File: src/rtl/tinst_issue_queue_pkg.sv
// Shared tensor-instruction encodings and field widths for the tensor issue path.
package tinst_issue_queue_pkg;

    localparam int ADDR_WIDTH           = 64;
    localparam int TINST_TYPE_WIDTH     = 2;
    localparam int TLOAD_DATAW_WIDTH    = 3;
    localparam int TMMA_PRECISION_WIDTH = 1;

    localparam logic [TINST_TYPE_WIDTH-1:0] TINST_TYPE_TMMA       = 2'd0;
    localparam logic [TINST_TYPE_WIDTH-1:0] TINST_TYPE_PRELOADA   = 2'd1;
    localparam logic [TINST_TYPE_WIDTH-1:0] TINST_TYPE_PRELOADC   = 2'd2;
    localparam logic [TINST_TYPE_WIDTH-1:0] TINST_TYPE_POSTSTOREC = 2'd3;

    // Packed entry layout, MSB first: type, data_width, addr0, addr1, precision, acc.
    localparam int TINST_ENTRY_WIDTH = TINST_TYPE_WIDTH + TLOAD_DATAW_WIDTH + 2 * ADDR_WIDTH
                                     + TMMA_PRECISION_WIDTH + 1;

    typedef struct packed {
        logic [TINST_TYPE_WIDTH-1:0]     tinst_type;
        logic [TLOAD_DATAW_WIDTH-1:0]    data_width;
        logic [ADDR_WIDTH-1:0]           addr0;
        logic [ADDR_WIDTH-1:0]           addr1;
        logic [TMMA_PRECISION_WIDTH-1:0] precision;
        logic                            acc;
    } tinst_entry_t;

endpackage

File: src/rtl/tinst_issue_queue_fifo.sv
// Generic DEPTH x WIDTH first-word fall-through FIFO with synchronous flush.
module tinst_fifo #(
    parameter int DEPTH = 4,
    parameter int WIDTH = 8
) (
    input  logic                     clk,
    input  logic                     rst,
    input  logic                     flush,
    input  logic                     push,
    input  logic [WIDTH-1:0]         push_data,
    input  logic                     pop,
    output logic [WIDTH-1:0]         head,
    output logic                     full,
    output logic                     empty,
    output logic [$clog2(DEPTH):0]   count
);
    localparam int AW = $clog2(DEPTH);

    logic [AW:0]      wr_ptr, rd_ptr;
    logic [WIDTH-1:0] mem [DEPTH];

    // Extra MSB on each pointer is a wrap bit that separates full from empty.
    assign empty = (wr_ptr == rd_ptr);
    assign full  = (wr_ptr[AW-1:0] == rd_ptr[AW-1:0]) && (wr_ptr[AW] != rd_ptr[AW]);
    assign count = wr_ptr - rd_ptr;
    assign head  = mem[rd_ptr[AW-1:0]];

    always_ff @(posedge clk or posedge rst) begin
        if (rst) begin
            wr_ptr <= '0;
            rd_ptr <= '0;
            for (int i = 0; i < DEPTH; i++) mem[i] <= '0;
        end else begin
            if (flush) begin
                wr_ptr <= '0;
                rd_ptr <= '0;
            end else begin
                if (push && !full) wr_ptr <= wr_ptr + 1'b1;
                if (pop && !empty) rd_ptr <= rd_ptr + 1'b1;
            end
            if (push && !full && !flush) mem[wr_ptr[AW-1:0]] <= push_data;
        end
    end

endmodule

File: src/rtl/tinst_issue_queue.sv
// In-order tensor instruction issue queue between decode and the systolic-array top,
// with A-buffer hazard tracking and an issued-instruction counter.
module tinst_issue_queue
    import tinst_issue_queue_pkg::*;
#(
    parameter int DEPTH                = 4,
    parameter int ADDR_WIDTH           = tinst_issue_queue_pkg::ADDR_WIDTH,
    parameter int TINST_TYPE_WIDTH     = tinst_issue_queue_pkg::TINST_TYPE_WIDTH,
    parameter int TLOAD_DATAW_WIDTH    = tinst_issue_queue_pkg::TLOAD_DATAW_WIDTH,
    parameter int TMMA_PRECISION_WIDTH = tinst_issue_queue_pkg::TMMA_PRECISION_WIDTH
) (
    input  logic                            clk,
    input  logic                            rst,
    input  logic                            flush_i,
    input  logic                            dec_tinst_valid_i,
    output logic                            dec_tinst_ready_o,
    input  logic [TINST_TYPE_WIDTH-1:0]     dec_tinst_type_i,
    input  logic [TLOAD_DATAW_WIDTH-1:0]    dec_tinst_data_width_i,
    input  logic [ADDR_WIDTH-1:0]           dec_tinst_addr0_i,
    input  logic [ADDR_WIDTH-1:0]           dec_tinst_addr1_i,
    input  logic [TMMA_PRECISION_WIDTH-1:0] dec_tinst_precision_i,
    input  logic                            dec_tinst_acc_i,
    output logic                            issue_tinst_valid_o,
    input  logic                            issue_tinst_ready_i,
    output logic [TINST_TYPE_WIDTH-1:0]     issue_tinst_type_o,
    output logic [TLOAD_DATAW_WIDTH-1:0]    issue_tinst_data_width_o,
    output logic [ADDR_WIDTH-1:0]           issue_tinst_addr0_o,
    output logic [ADDR_WIDTH-1:0]           issue_tinst_addr1_o,
    output logic [TMMA_PRECISION_WIDTH-1:0] issue_tinst_precision_o,
    output logic                            issue_tinst_acc_o,
    output logic [$clog2(DEPTH):0]          count_o,
    output logic                            err_no_a_o,
    output logic [15:0]                     issued_cnt_o
);
    localparam int EW = TINST_TYPE_WIDTH + TLOAD_DATAW_WIDTH + 2 * ADDR_WIDTH
                      + TMMA_PRECISION_WIDTH + 1;

    logic          full, empty, push, pop, a_valid_r;
    logic [EW-1:0] push_data, head;

    // Ready ignores the issue side: a full queue never pushes through on a pop.
    assign dec_tinst_ready_o   = ~full & ~flush_i;
    assign issue_tinst_valid_o = ~empty;
    assign push = dec_tinst_valid_i & dec_tinst_ready_o;
    assign pop  = issue_tinst_valid_o & issue_tinst_ready_i;

    assign push_data = {dec_tinst_type_i, dec_tinst_data_width_i, dec_tinst_addr0_i,
                        dec_tinst_addr1_i, dec_tinst_precision_i, dec_tinst_acc_i};
    assign {issue_tinst_type_o, issue_tinst_data_width_o, issue_tinst_addr0_o,
            issue_tinst_addr1_o, issue_tinst_precision_o, issue_tinst_acc_o} = head;

    tinst_fifo #(.DEPTH(DEPTH), .WIDTH(EW)) u_fifo (
        .clk       (clk),
        .rst       (rst),
        .flush     (flush_i),
        .push      (push),
        .push_data (push_data),
        .pop       (pop),
        .head      (head),
        .full      (full),
        .empty     (empty),
        .count     (count_o)
    );

    // A stays loaded across any number of TMMAs until a flush invalidates it.
    always_ff @(posedge clk or posedge rst) begin
        if (rst) begin
            a_valid_r    <= 1'b0;
            err_no_a_o   <= 1'b0;
            issued_cnt_o <= '0;
        end else begin
            if (pop) issued_cnt_o <= issued_cnt_o + 16'd1;
            if (pop && issue_tinst_type_o == TINST_TYPE_TMMA && !a_valid_r) err_no_a_o <= 1'b1;
            if (flush_i)
                a_valid_r <= 1'b0;
            else if (pop && issue_tinst_type_o == TINST_TYPE_PRELOADA)
                a_valid_r <= 1'b1;
        end
    end

endmodule

File: config.mk
export PLATFORM = sky130hd
export DESIGN_NAME = tinst_issue_queue
export DESIGN_NICKNAME = d
export VERILOG_FILES = /design/src/rtl/tinst_issue_queue_pkg.sv /design/src/rtl/tinst_issue_queue_fifo.sv /design/src/rtl/tinst_issue_queue.sv
export SDC_FILE = /design/constraint.sdc
export NUM_CORES = 1
export LEC_CHECK = 0
export ABC_AREA = 1
export CAP_MARGIN = 20
export CORE_MARGIN = 1
export CORE_UTILIZATION = 36
export CTS_CLUSTER_DIAMETER = 40
export DETAILED_ROUTE_END_ITERATION = 10
export HOLD_SLACK_MARGIN = 0.06
export SETUP_SLACK_MARGIN = 0.15
export SLEW_MARGIN = 30
export SYNTH_ARGS = -nofsm -noshare
export SYNTH_HDL_FRONTEND = slang
export SYNTH_SLANG_ARGS = --single-unit
export TNS_END_PERCENT = 5
File: constraint.sdc
create_clock -name clk -period 26.1 [get_ports clk]
set_input_delay 5.22 -clock clk [delete_from_list [all_inputs] [get_ports clk]]
set_output_delay 5.22 -clock clk [all_outputs]
set_load 0.02 [all_outputs]
==> impl.org, run 1 <==
** Run status
- The flow ran to the end, and the final reports show no timing, DRC or antenna violations.

** Worst setup path
- Worst Setup SP :: flush_i
- Worst path buffer plus inverter count :: 2
- Slowest stage cell, crit path :: clkdlybuf4s50_1
- For the worst flop-to-flop path, the logic depth is 11.
- The worst register-to-register path begins at u_fifo.rd_ptr[1].
- Largest stage delay on the critical path :: 0.61 ns
- R2R setup slack :: 20.67 ns
- CP Class :: input pin to output pin
- At the worst endpoint, the required time is 20.88 ns.
- Crit path max-delay family :: buffers and inverters
- Stages on worst setup path :: 3
- Critical register-to-register path endpoint :: u_fifo.mem[508]
- The worst setup path is captured at an output pin.
- Launching element type of the critical path :: input pin
- The signal on the critical path passes through clkdlybuf4s50_1 -> a21oi_1 -> clkdlybuf4s50_1.
- Data on the critical path arrives at its endpoint at 6.42 ns.
- Maximum fanout along the worst path :: 4
- Critical path capture point :: dec_tinst_ready_o
- Among the stages of the critical path, the cell type that occurs most often is clkdlybuf4s50_1.

** CTS
- Clock tree synthesis found a total of 564 sinks.
- Master cell of the clock root buffer :: clkbuf_16
- Clock transition at path regs :: 0.05 ns
- TritonCTS built the clock tree.
- Post-CTS setup-driven buffer insertion count :: 0
- Post-CTS Hold Fix Bufs :: 0
- Resized Gates After CTS :: 0
- Htree depth :: 3
- Worst-Skew Late Latency :: 0.64 ns
- Buffers from clock root to sink, at most :: 3
- In this run, CTS created clock tree buffers numbering 105.

** Min path
- In this run the worst hold path is classified as register to register.
- The worst hold path passes through 2 cells.

** Floorplan
- Number of core rows :: 98
- The floorplan step set the die height to 271 µm.
- Width of the die :: 271 µm
- Top-Level Pins :: 297
- The core region is 0.0716 mm².
- For this configuration, the core starts out at a cell density of 0.364.
- Die ar. :: 0.0736 mm²

** Run
- Max-cap violations in this run came to 0.

** Synth
- Number of library cell types mapped by synthesis :: 24
- Predominant post-synthesis flop cell :: dfrtp_1
- Number of synthesized flops with an enable pin :: 0
- Sequential element share of the synthesized area :: 0.541
- Cells after synthesis :: 3301
- In this run the cell area of the synthesized design comes to 0.0261 mm².
- #FFs+latches synth :: 564
- Cell taking the most area after synthesis :: dfrtp_1
- Area share of the leading cell type in the synthesized netlist :: 0.541
- By count the netlist is led by nand2_1, dfrtp_1, o21ai_0.
- Yosys printed 0 warnings.
- Ranking of synthesized cells by area :: dfrtp_1, nand2_1, o21ai_0, o21ai_1, nor2_1
- The number of nets handed over by synthesis was 3450.
- Most common cell in the synthesized netlist :: nand2_1
- In this run the mean area of a mapped cell was 7.91 µm².
- In the synthesized netlist the async set-or-reset flop fraction comes to 1.00.

** Global route
- Overall Global Routing Usage :: 0.231
- For this run, global-route usage on met2 was measured as 0.388.
- For this run, global-route usage on met3 was measured as 0.0375.
- Antenna violations before repair :: 7
- Global routing finished with a remaining overflow of 0.
- Wire length of the first global-routing pass :: 135000 µm
- Routing layer with the top usage in global route :: met2
- Vias in the first global route :: 23600
- Maximum number of pins on one net before global-route repair :: 200
- Fraction of met1 tracks used by global routing :: 0.303

** Finish
- For this run, the post-layout net count is 3631.
- Synth-to-Final Area Change :: 27.4%
- The layout has 7155 filler cells.
- Final std cells w/o fill :: 4524
- Ratio of cells with drive above 1 in the final layout :: 0.0658

** Place
- Placed cell count :: 4324
- In this run the tool buffered the top-level ports with 296 buffer cells.
- Detailed placement finished with a half-perimeter wire length of 44500 µm.
- Post-Place Worst Slack :: 14.45 ns
- Gp weighted congestion :: 0.785

** Detailed routing
- The routed layout has 23500 vias.
- Once detail routing completed, the nets flagged for antenna violations numbered 0.
- Dividing the detail-routed via count by the number of cells gives 5.20.
- The detailed router finished its first iteration with 1551 violations.
- Routed wire length :: 85900 µm
- After detailed routing, the average wire length per cell comes to 19.0 µm.
- Before antenna repair, the detailed router went through 5 iterations.
- After detailed routing, the number of remaining DRC violations is 0.

** Timing
- The total count of max-transition violations in the final report came to 0.
- The final count of hold timing violations is 0.
- Achievable frequency :: 85.9 MHz
- Post-route clock period utilization :: 0.446
- Min cycle time layout :: 11.64 ns
- Transition time of the tightest slew-check pin :: 1.10 ns
- Hold is met by 0.468 ns.
- Unrepaired setup endpoints after global routing :: false
- Setup_tns :: 0 ns
- Worst path setup slack after routing :: 14.46 ns
- Skew final :: 0.0289 ns
- Relative max-transition margin :: 0.265
- Final-report setup violation count :: 0

** Power
- The completed layout was analyzed and its total power is 3.69 mW.
- Leakage component of the power :: 15.7 nW
- Worst VDD drop :: 0.0580 mV
- Pwr Density :: 111 mW/mm²
cell usage in the layout, fill, tap and decap left out, drive strengths merged, types with 3 or more instances in the layout:
cell type,count
buf,41
nand2,1157
inv,32
clkbuf,141
dfrtp,564
clkinv,27
ha,8
a21oi,3
nand4,5
clkinvlp,11
clkdlybuf4s50,296
bufinv,12
xor2,8
o21ai,820
diode,4
nor2,295
o22ai,133
nand3,11
xnor2,3
flip-flops by register name (all words and copies together), names as in the netlist:
signal and count:
u_fifo.rd_ptr 3, u_fifo.mem 540, issued_cnt_o 16, err_no_a_o 1
a_valid_r 1, u_fifo.wr_ptr 3
logic make-up after synthesis:
logic type	synth area share
AOI/OAI and AO/OA	0.190
xor gates and xnor gates	0.00369
adders and majority gates	0.00460
buffers and inverters	0.0469
DFF	0.541
and+or+nand+nor	0.214
per-layer routing:
| metal | share of wire | wire, µm | up-vias |
|---|---|---|---|
| met5 | 0.00045 | 39 | - |
| met4 | 0.022 | 1920 | 6 |
| met3 | 0.055 | 4720 | 131 |
| met2 | 0.48 | 41500 | 625 |
| met1 | 0.44 | 37700 | 11500 |
| li1 | - | - | 11300 |
layout make-up:
cell class              count  area [µm²]  area share
clock inverters            54         684      0.0206
repair buffers            337        3360       0.101
clock buffers             141        2970      0.0894
inverters                  28         150     0.00452
well taps                 950        1190      0.0357
diodes                      4        10.0    0.000301
multi-input cells        2446       10800       0.324
flip-flops and latches    564       14100       0.425
worst min-delay path by stage:
stage                         start               to  slack (ns)
finish              u_fifo.mem[158]  u_fifo.mem[158]        0.47
detailed placement       err_no_a_o       err_no_a_o        0.45
global route        u_fifo.mem[242]  u_fifo.mem[242]        0.49
floorplan           u_fifo.mem[269]  u_fifo.mem[269]        0.45
CTS                      err_no_a_o       err_no_a_o        0.47
global placement         err_no_a_o       err_no_a_o        0.45
power by group:
| group | leakage, nW | total, mW | switching, mW | internal, mW |
|---|---|---|---|---|
| Combinational | 6.72 | 0.982 | 0.599 | 0.384 |
| Sequential | 7.20 | 1.32 | 0.151 | 1.17 |
| Clock | 1.77 | 1.39 | 0.470 | 0.917 |
worst register-to-register path, cell delays in order, from the launching register on:
cell and delay [ns]:
dfrtp_4 0.68, inv_4 0.75, ha_1 0.40, nand2_1 0.06
inv_1 0.07, nand2_1 0.11, nand3_4 0.51, nor2_4 0.85
buf_4 0.73, buf_4 0.85, nand2_1 0.26, nand2_1 0.10
per-stage QoR:
step	instance area, µm²	utilization
6_report	33200	0.464
4_1_cts	33200	0.464
5_1_grt	33200	0.464
2_1_floorplan	26100	-
3_5_place_dp	29500	0.413
3_3_place_gp	29500	0.411
(Power assumes the default switching activity.)
==> run 2: changes to the inputs <==
- clock period: 26.1 -> 9.6 ns (I/O delays scaled with it)
==> impl.org, run 2 (synthesized netlist as in run 1, its figures left out) <==
** Worst setup path
- The endpoint arrival time on the critical path was 4.41 ns (-2.01 ns).
- The cell depth of the worst flop-to-flop path came to 10 (-1).
- Launching element type of the critical path :: register
- Critical register-to-register path endpoint :: u_fifo.mem[298]
- Among all stages on the critical path, the largest delay is contributed by dfrtp_4.
- The worst setup path is of the register to output pin kind.
- Most used cell along the critical path :: buf_4
- Worst path buffer plus inverter count :: 3 (+1)
- STA classifies the critical path endpoint as an output pin.
- Ordered list of cells on the worst path :: buf_4 -> buf_4 -> o21ai_0 -> o22ai_1 -> clkdlybuf4s50_1
- Startpoint of the worst register-to-register path :: u_fifo.rd_ptr[1]
- R2R setup slack :: 4.36 ns (-16.31 ns)
- The required time of the worst setup path came to 7.68 ns (-13.20 ns).
- The delay of the slowest cell on the worst path is 0.89 ns (+0.28 ns).
- Crit path max-delay family :: buffers and inverters
- The maximum fanout along the worst path was 87 (+83).

** Run
- Count of max-cap constraint violations :: 0 (unchanged)

** Global route
- The pin count of the biggest net entering global routing was 209 (+4.5%).
- Antenna violations before repair :: 5 (-2)
- The first-pass GRT wire length is 136000 µm (+0.42%).
- The total routing usage reported by global routing was 0.230 (-0.00147).
- Vias in the first global route :: 23700 (+0.25%)
- Overflow left after global routing :: 0 (unchanged)

** Finish
- Counting flops per register, the top entry is u_fifo.mem.
- In the layout the commonest cells are nand2_1, dfrtp_1, o21ai_0, o21ai_1, clkdlybuf4s50_1.
- Fin nets :: 3618 (-0.36%)
- Final-layout fill cell count :: 7077 (-1.1%)
- Regs by FF count :: u_fifo.mem: 540 flops, issued_cnt_o: 16 flops
- Relative to the synthesized area, the layout overhead comes to 26.5%.
- Leaving out fill and tap cells, the most frequent cell in the layout is nand2_1.
- The ratio of cells with drive above 1 in the final layout was 0.0641 (-0.00169).
- The flip-flop count of the largest register after layout was 540 (unchanged).

** Detailed routing
- Routed wire length :: 85200 µm (-0.82%)
- Met1 Routed Length :: 37400 µm (-0.75%)
- The vias per cell is 5.24 (+0.69%).
- The count of routing violations after the opening detailed-route iteration was 2045 (+32%).
- Average wire per cell in the routed design :: 18.9 µm (-0.45%)
- Highest Signal Layer :: met5
- The number of antenna-violating nets in the routed design was 0 (unchanged).
- The routed length on met2 came to 41500 µm (+0.10%).
- The via count of the routed design was 23600 (+0.31%).
- Met3 layer wire length in the routed design :: 4030 µm (-14%)
- Detailed-routing iteration count for the pre-antenna-repair pass :: 5 (unchanged)
- Remaining design rule violation count :: 0 (unchanged)

** Power
- The maximum VDD drop came to 0.194 mV (+230%).
- The overall power was 9.86 mW (+170%).
- Leakage component of the power :: 15.5 nW (-1.0%)
- Pwr Density :: 299 mW/mm² (+170%)

** Timing
- The setup total negative slack was 0 ns (unchanged).
- Static timing analysis puts the maximum clock frequency at 158 MHz.
- Relative max-transition margin :: 0.311 (+0.0456)
- Setup repair after global routing left no endpoint under its margin.
- Skew final :: 0.0114 ns (-0.0176 ns)
- The final count of hold timing violations came to 0 (unchanged).
- In the finished design, the share of the clock period the worst path needs comes to 0.660.
- Min cycle time layout :: 6.33 ns
- The transition time at the pin with the least slew margin was 1.03 ns (-0.0684 ns).
- Pins over their slew limit :: 0 (unchanged)
- The final-report setup violation count was 0 (unchanged).

** CTS
- Clock transition at path regs :: 0.05 ns (about the same)
- The total clock buffers created by CTS was 100 (-4.8%).
- Resized Gates After CTS :: 0 (unchanged)
- The number of hold buffers added after CTS is 0 (unchanged).
- Master cell of the clock root buffer :: clkbuf_16
- Clock tree from TritonCTS :: done
- The clock sink total came to 564 (unchanged).
- The total number of H-tree levels came to 3 (unchanged).
- The clock latency of the later-clocked register in the worst-skew pair came to 0.63 ns (about the same).
- Post-CTS setup-driven buffer insertion count :: 0 (unchanged)
- The maximum count of clock buffers along a single path is 3 (unchanged).

** Floorplan
- Number of core rows :: 98 (unchanged)
- The placeable core region was 0.0716 mm² (unchanged).
- The horizontal die dimension came to 271 µm (unchanged).
- Die ar. :: 0.0736 mm² (unchanged)
- The number of ports placed on the die boundary was 297 (unchanged).
- Floorplan die height :: 271 µm (unchanged)
- The starting density of the core was 0.364 (unchanged).

** Place
- The final HPWL from detailed placement was 43500 µm (-2.3%).
- Number of I/O port buffers :: 296 (unchanged)
- Gp weighted congestion :: 0.780 (-0.66%)

** Min path
- For hold timing, the worst endpoint is u_fifo.mem[204].
- Startpoint of the worst hold path :: u_fifo.mem[204]
- Count of cells along the worst hold path :: 2 (unchanged)
- The worst hold path belongs to the class register to register.

** Run status
- The flow ran to the end, and the final reports show no timing, DRC or antenna violations.
-- run 2: cell types whose count changed in the layout (fill, tap and decap cells not counted), sizes merged --
cell	previous run	this run
buf	41	33
bufinv	12	10
clkbuf	141	115
clkinv	27	35
clkinvlp	11	20
diode	4	2
inv	32	36
-- run 2: how the worst max path moves through the flow --
stage	start	to	slack [ns]	depth (start not counted)
6_report	u_fifo.rd_ptr[0]	issue_tinst_addr0_o[6]	3.27	5
4_1_cts	u_fifo.rd_ptr[0]	issue_tinst_addr0_o[6]	3.23	5
2_1_floorplan	rst	a_valid_r	0.0003	1
3_5_place_dp	u_fifo.rd_ptr[0]	issue_tinst_addr0_o[6]	3.91	5
3_3_place_gp	flush_i	u_fifo.mem[529]	3.92	7
5_1_grt	u_fifo.rd_ptr[0]	issue_tinst_addr0_o[6]	3.02	5
-- run 2: stage by stage --
step                setup WS (ns)  hold WS (ns)  utilization  instances  cell area, µm²
floorplan                0.000323         0.445            -       3301           26100
global placement             3.92         0.454        0.411       4314           29500
detailed placement           3.91         0.463        0.411       4314           29500
CTS                          3.23         0.474        0.460       4502           32900
global route                 3.02         0.488        0.461       4507           33000
finish                       3.27         0.470        0.461       4507           33000
-- run 2: routing by layer --
| metal | GRT usage | up-vias |
|---|---|---|
| li1 | - | 11200 |
| met1 | 0.304 | 11600 |
| met2 | 0.387 | 636 |
| met3 | 0.0316 | 144 |
| met4 | 0.0753 | 6 |
| met5 | 0 | - |
-- run 2: power by group --
group	switching, mW	internal, mW
Combinational	1.60	1.04
Clock	1.33	2.27
Sequential	0.431	3.19
Total	3.36	6.50
-- run 2: final cells by class --
cell class	count	area (µm²)	share of cell area
Antenna cell	2	5.00	0.000152
Clock buffer	115	2630	0.0796
Clock inverter	73	832	0.0252
Inverter	28	136	0.00413
Multi-Input combinational cell	2446	10800	0.326
Sequential cell	564	14100	0.428
Tap cell	950	1190	0.0360
Timing Repair Buffer	329	3340	0.101
-- run 2: worst register-to-register path, cell delays in order (launching register included) --
cell,delay [ns]
dfrtp_4,1.06
inv_4,0.54
ha_1,0.50
nand2_1,0.07
inv_1,0.07
nand2_1,0.11
nand3_4,0.64
nor2_4,1.04
buf_4,0.82
nand2_1,0.22
nand2_1,0.11
==> run 3: changes to the inputs <==
- clock period: 9.6 -> 6.2 ns (I/O delays scaled with it)
==> impl.org, run 3 (synthesized netlist as in run 1, its figures left out) <==
** Place
- The final weighted congestion of routability-driven global placement came to 0.783 (+0.38%).
- Number of I/O port buffers :: 296 (unchanged)
- The number of instances in the placed design is 4316 (+0.046%).
- Placement Cell Area :: 0.0296 mm² (+0.48%)
- Post-DP HPWL :: 43300 µm (-0.44%)

** Timing
- Derived from the worst setup path, the maximum achievable clock frequency is 210 MHz.
- The final count of hold timing violations came to 0 (unchanged).
- The setup total negative slack is 0 ns (unchanged).
- The worst max-slew margin expressed relative to the limit came to 0.239 (-0.0717).
- After layout, the minimum clock period comes to 4.76 ns.
- Transition time of the tightest slew-check pin :: 1.14 ns (+0.108 ns)
- Of the available clock period, the critical path in the final layout requires 0.768.
- Final-report setup violation count :: 0 (unchanged)
- Smallest hold slack :: 0.469 ns (-0.00114 ns)
- The post-route clock skew is 0.0227 ns (+0.0113 ns).
- Pins over their slew limit :: 0 (unchanged)
- Setup repair after global routing left no endpoint under its margin.

** Global route
- The first-pass GRT wire length came to 135000 µm (-1.1%).
- The total routing usage reported by global routing came to 0.228 (-0.00139).
- Vias in the first global route :: 23500 (-0.54%)
- Overflow left after global routing :: 0 (unchanged)
- Antenna violations before repair :: 2 (-3)
- The pin count of the biggest net entering global routing came to 209 (unchanged).

** Worst setup path
- The endpoint arrival time on the critical path was 3.52 ns (-0.89 ns).
- STA classifies the critical path endpoint as an output pin.
- The worst setup path is launched from a register.
- Maximum fanout along the worst path :: 145 (+67%)
- CP Class :: register to output pin
- The setup slack of the worst register-to-register path was 2.52 ns (-1.84 ns).
- The required time of the worst setup path is 4.96 ns (-2.72 ns).

** CTS
- Clock transition at path regs :: 0.05 ns (about the same)
- The maximum count of clock buffers along a single path was 3 (unchanged).
- The total clock buffers created by CTS is 107 (+7.0%).
- The clock latency of the later-clocked register in the worst-skew pair came to 0.64 ns (about the same).
- Sinks on Clock Net :: 564 (unchanged)
- The post-CTS resize count is 0 (unchanged).
- The tree is rooted in a clkbuf_16.
- Htree depth :: 3 (unchanged)
- The post-CTS repair timing setup buffer count is 0 (unchanged).
- Post-CTS Hold Fix Bufs :: 0 (unchanged)
- Clock tree from TritonCTS :: done

** Floorplan
- Effective utilization at floorplan :: 0.364 (unchanged)
- The placeable core region came to 0.0716 mm² (unchanged).
- Width of the die :: 271 µm (unchanged)
- The die height is 271 µm (unchanged).
- The total die area was 0.0736 mm² (unchanged).
- The floorplan row count came to 98 (unchanged).
- Top-Level Pins :: 297 (unchanged)

** Run status
- Status :: finished clean

** Min path
- Class of the tightest hold or removal check :: register to register

** Detailed routing
- Count of vias placed by the detailed router :: 23600 (-0.25%)
- Antenna viol nets, final :: 0 (unchanged)
- The count of routing violations after the opening detailed-route iteration is 2115 (+3.4%).
- The vias per cell is 5.21 (-0.51%).
- Routed wire length :: 84500 µm (-0.81%)
- The average wire length per cell after detail routing came to 18.7 µm (-1.1%).
- The remaining routing DRC violations came to 0 (unchanged).
- The first-pass iteration count of the detailed router was 5 (unchanged).

** Finish
- Post-route cell area :: 0.0334 mm² (+1.3%)
- Top reg by flops :: u_fifo.mem
- The number of nets at the end of the flow was 3625 (+0.19%).
- In the final layout, the registers with the most flip-flops are u_fifo.mem: 540 flops, issued_cnt_o: 16 flops.
- Largest register FFs :: 540 (unchanged)
- Most common library cell in the layout ignoring fill and taps :: nand2_1
- Ratio of cells with drive above 1 in the final layout :: 0.0675 (+0.00341)
- The post-route non-filler standard cell count was 4519 (+0.27%).
- From synthesis to final layout, the design area changed by 28.1%.
- Most frequent cells in the layout :: nand2_1, dfrtp_1, o21ai_0, o21ai_1, clkdlybuf4s50_1

** Power
- The power per standard cell area came to 472 mW/mm² (+58%).
- The leakage power summed over all cells is 15.8 nW (+1.5%).
- The maximum VDD drop is 0.238 mV (+22%).

** Run
- The number of max-cap violations is 0 (unchanged).
==> run 3: cell count changes in the layout (fill, tap and decap cells not counted), sizes merged <==
cell      delta
inv          +5
bufinv       +4
clkbuf      +16
diode        -1
clkinv       -2
clkinvlp    -10
==> run 3: critical path, cell delays in order, from the launching register on <==
cell	delay [ns]
dfrtp_4	0.71
inv_8	0.63
buf_4	0.41
o21ai_0	0.12
o22ai_1	0.21
clkdlybuf4s50_1	0.65
==> run 3: layout make-up <==
type                       instances  area, µm²
tap                              950       1190
clock inverter                    70        876
multi-input combinational       2446      10800
clock buffer                     131       2930
antenna                            1       2.50
fill                            7029      38200
inverter                          28        139
timing repair buffer             329       3420
sequential                       564      14100
==> run 3: final timing paths <==
kind,startpoint,cells after the start,endpoint
min in group asynchronous,rst,2,u_fifo.mem[512]
max reg2reg,u_fifo.rd_ptr[1],11,u_fifo.mem[297]
min reg2reg,u_fifo.mem[279],2,u_fifo.mem[279]
min,u_fifo.mem[279],2,u_fifo.mem[279]
max,u_fifo.rd_ptr[0],5,issue_tinst_addr0_o[59]
max in group asynchronous,rst,4,u_fifo.mem[155]
==> run 3: through the flow <==
step	total power, mW	setup WS (ns)	util
global route	16.6	1.19	0.467
CTS	15.9	1.30	0.466
global placement	9.69	2.03	0.413
finish	15.8	1.44	0.467
detailed placement	9.78	2.02	0.413
floorplan	8.00	-2.72	-
==> run 3: layer usage <==
metal | GRT usage | share of wire | wire (µm) | vias to the layer above
li1 | - | - | - | 11300
met1 | 0.298 | 0.44 | 37200 | 11500
met2 | 0.384 | 0.48 | 40900 | 674
met3 | 0.0375 | 0.051 | 4270 | 141
met4 | 0.0779 | 0.025 | 2090 | 2
met5 | 0 | 0.00014 | 12 | -
==> run 3: power by group <==
group	internal [mW]	total, mW	switching (mW)
Clock	3.97	6.05	2.08
Sequential	4.94	5.60	0.660
Combinational	1.62	4.12	2.50
Total	10.5	15.8	5.24
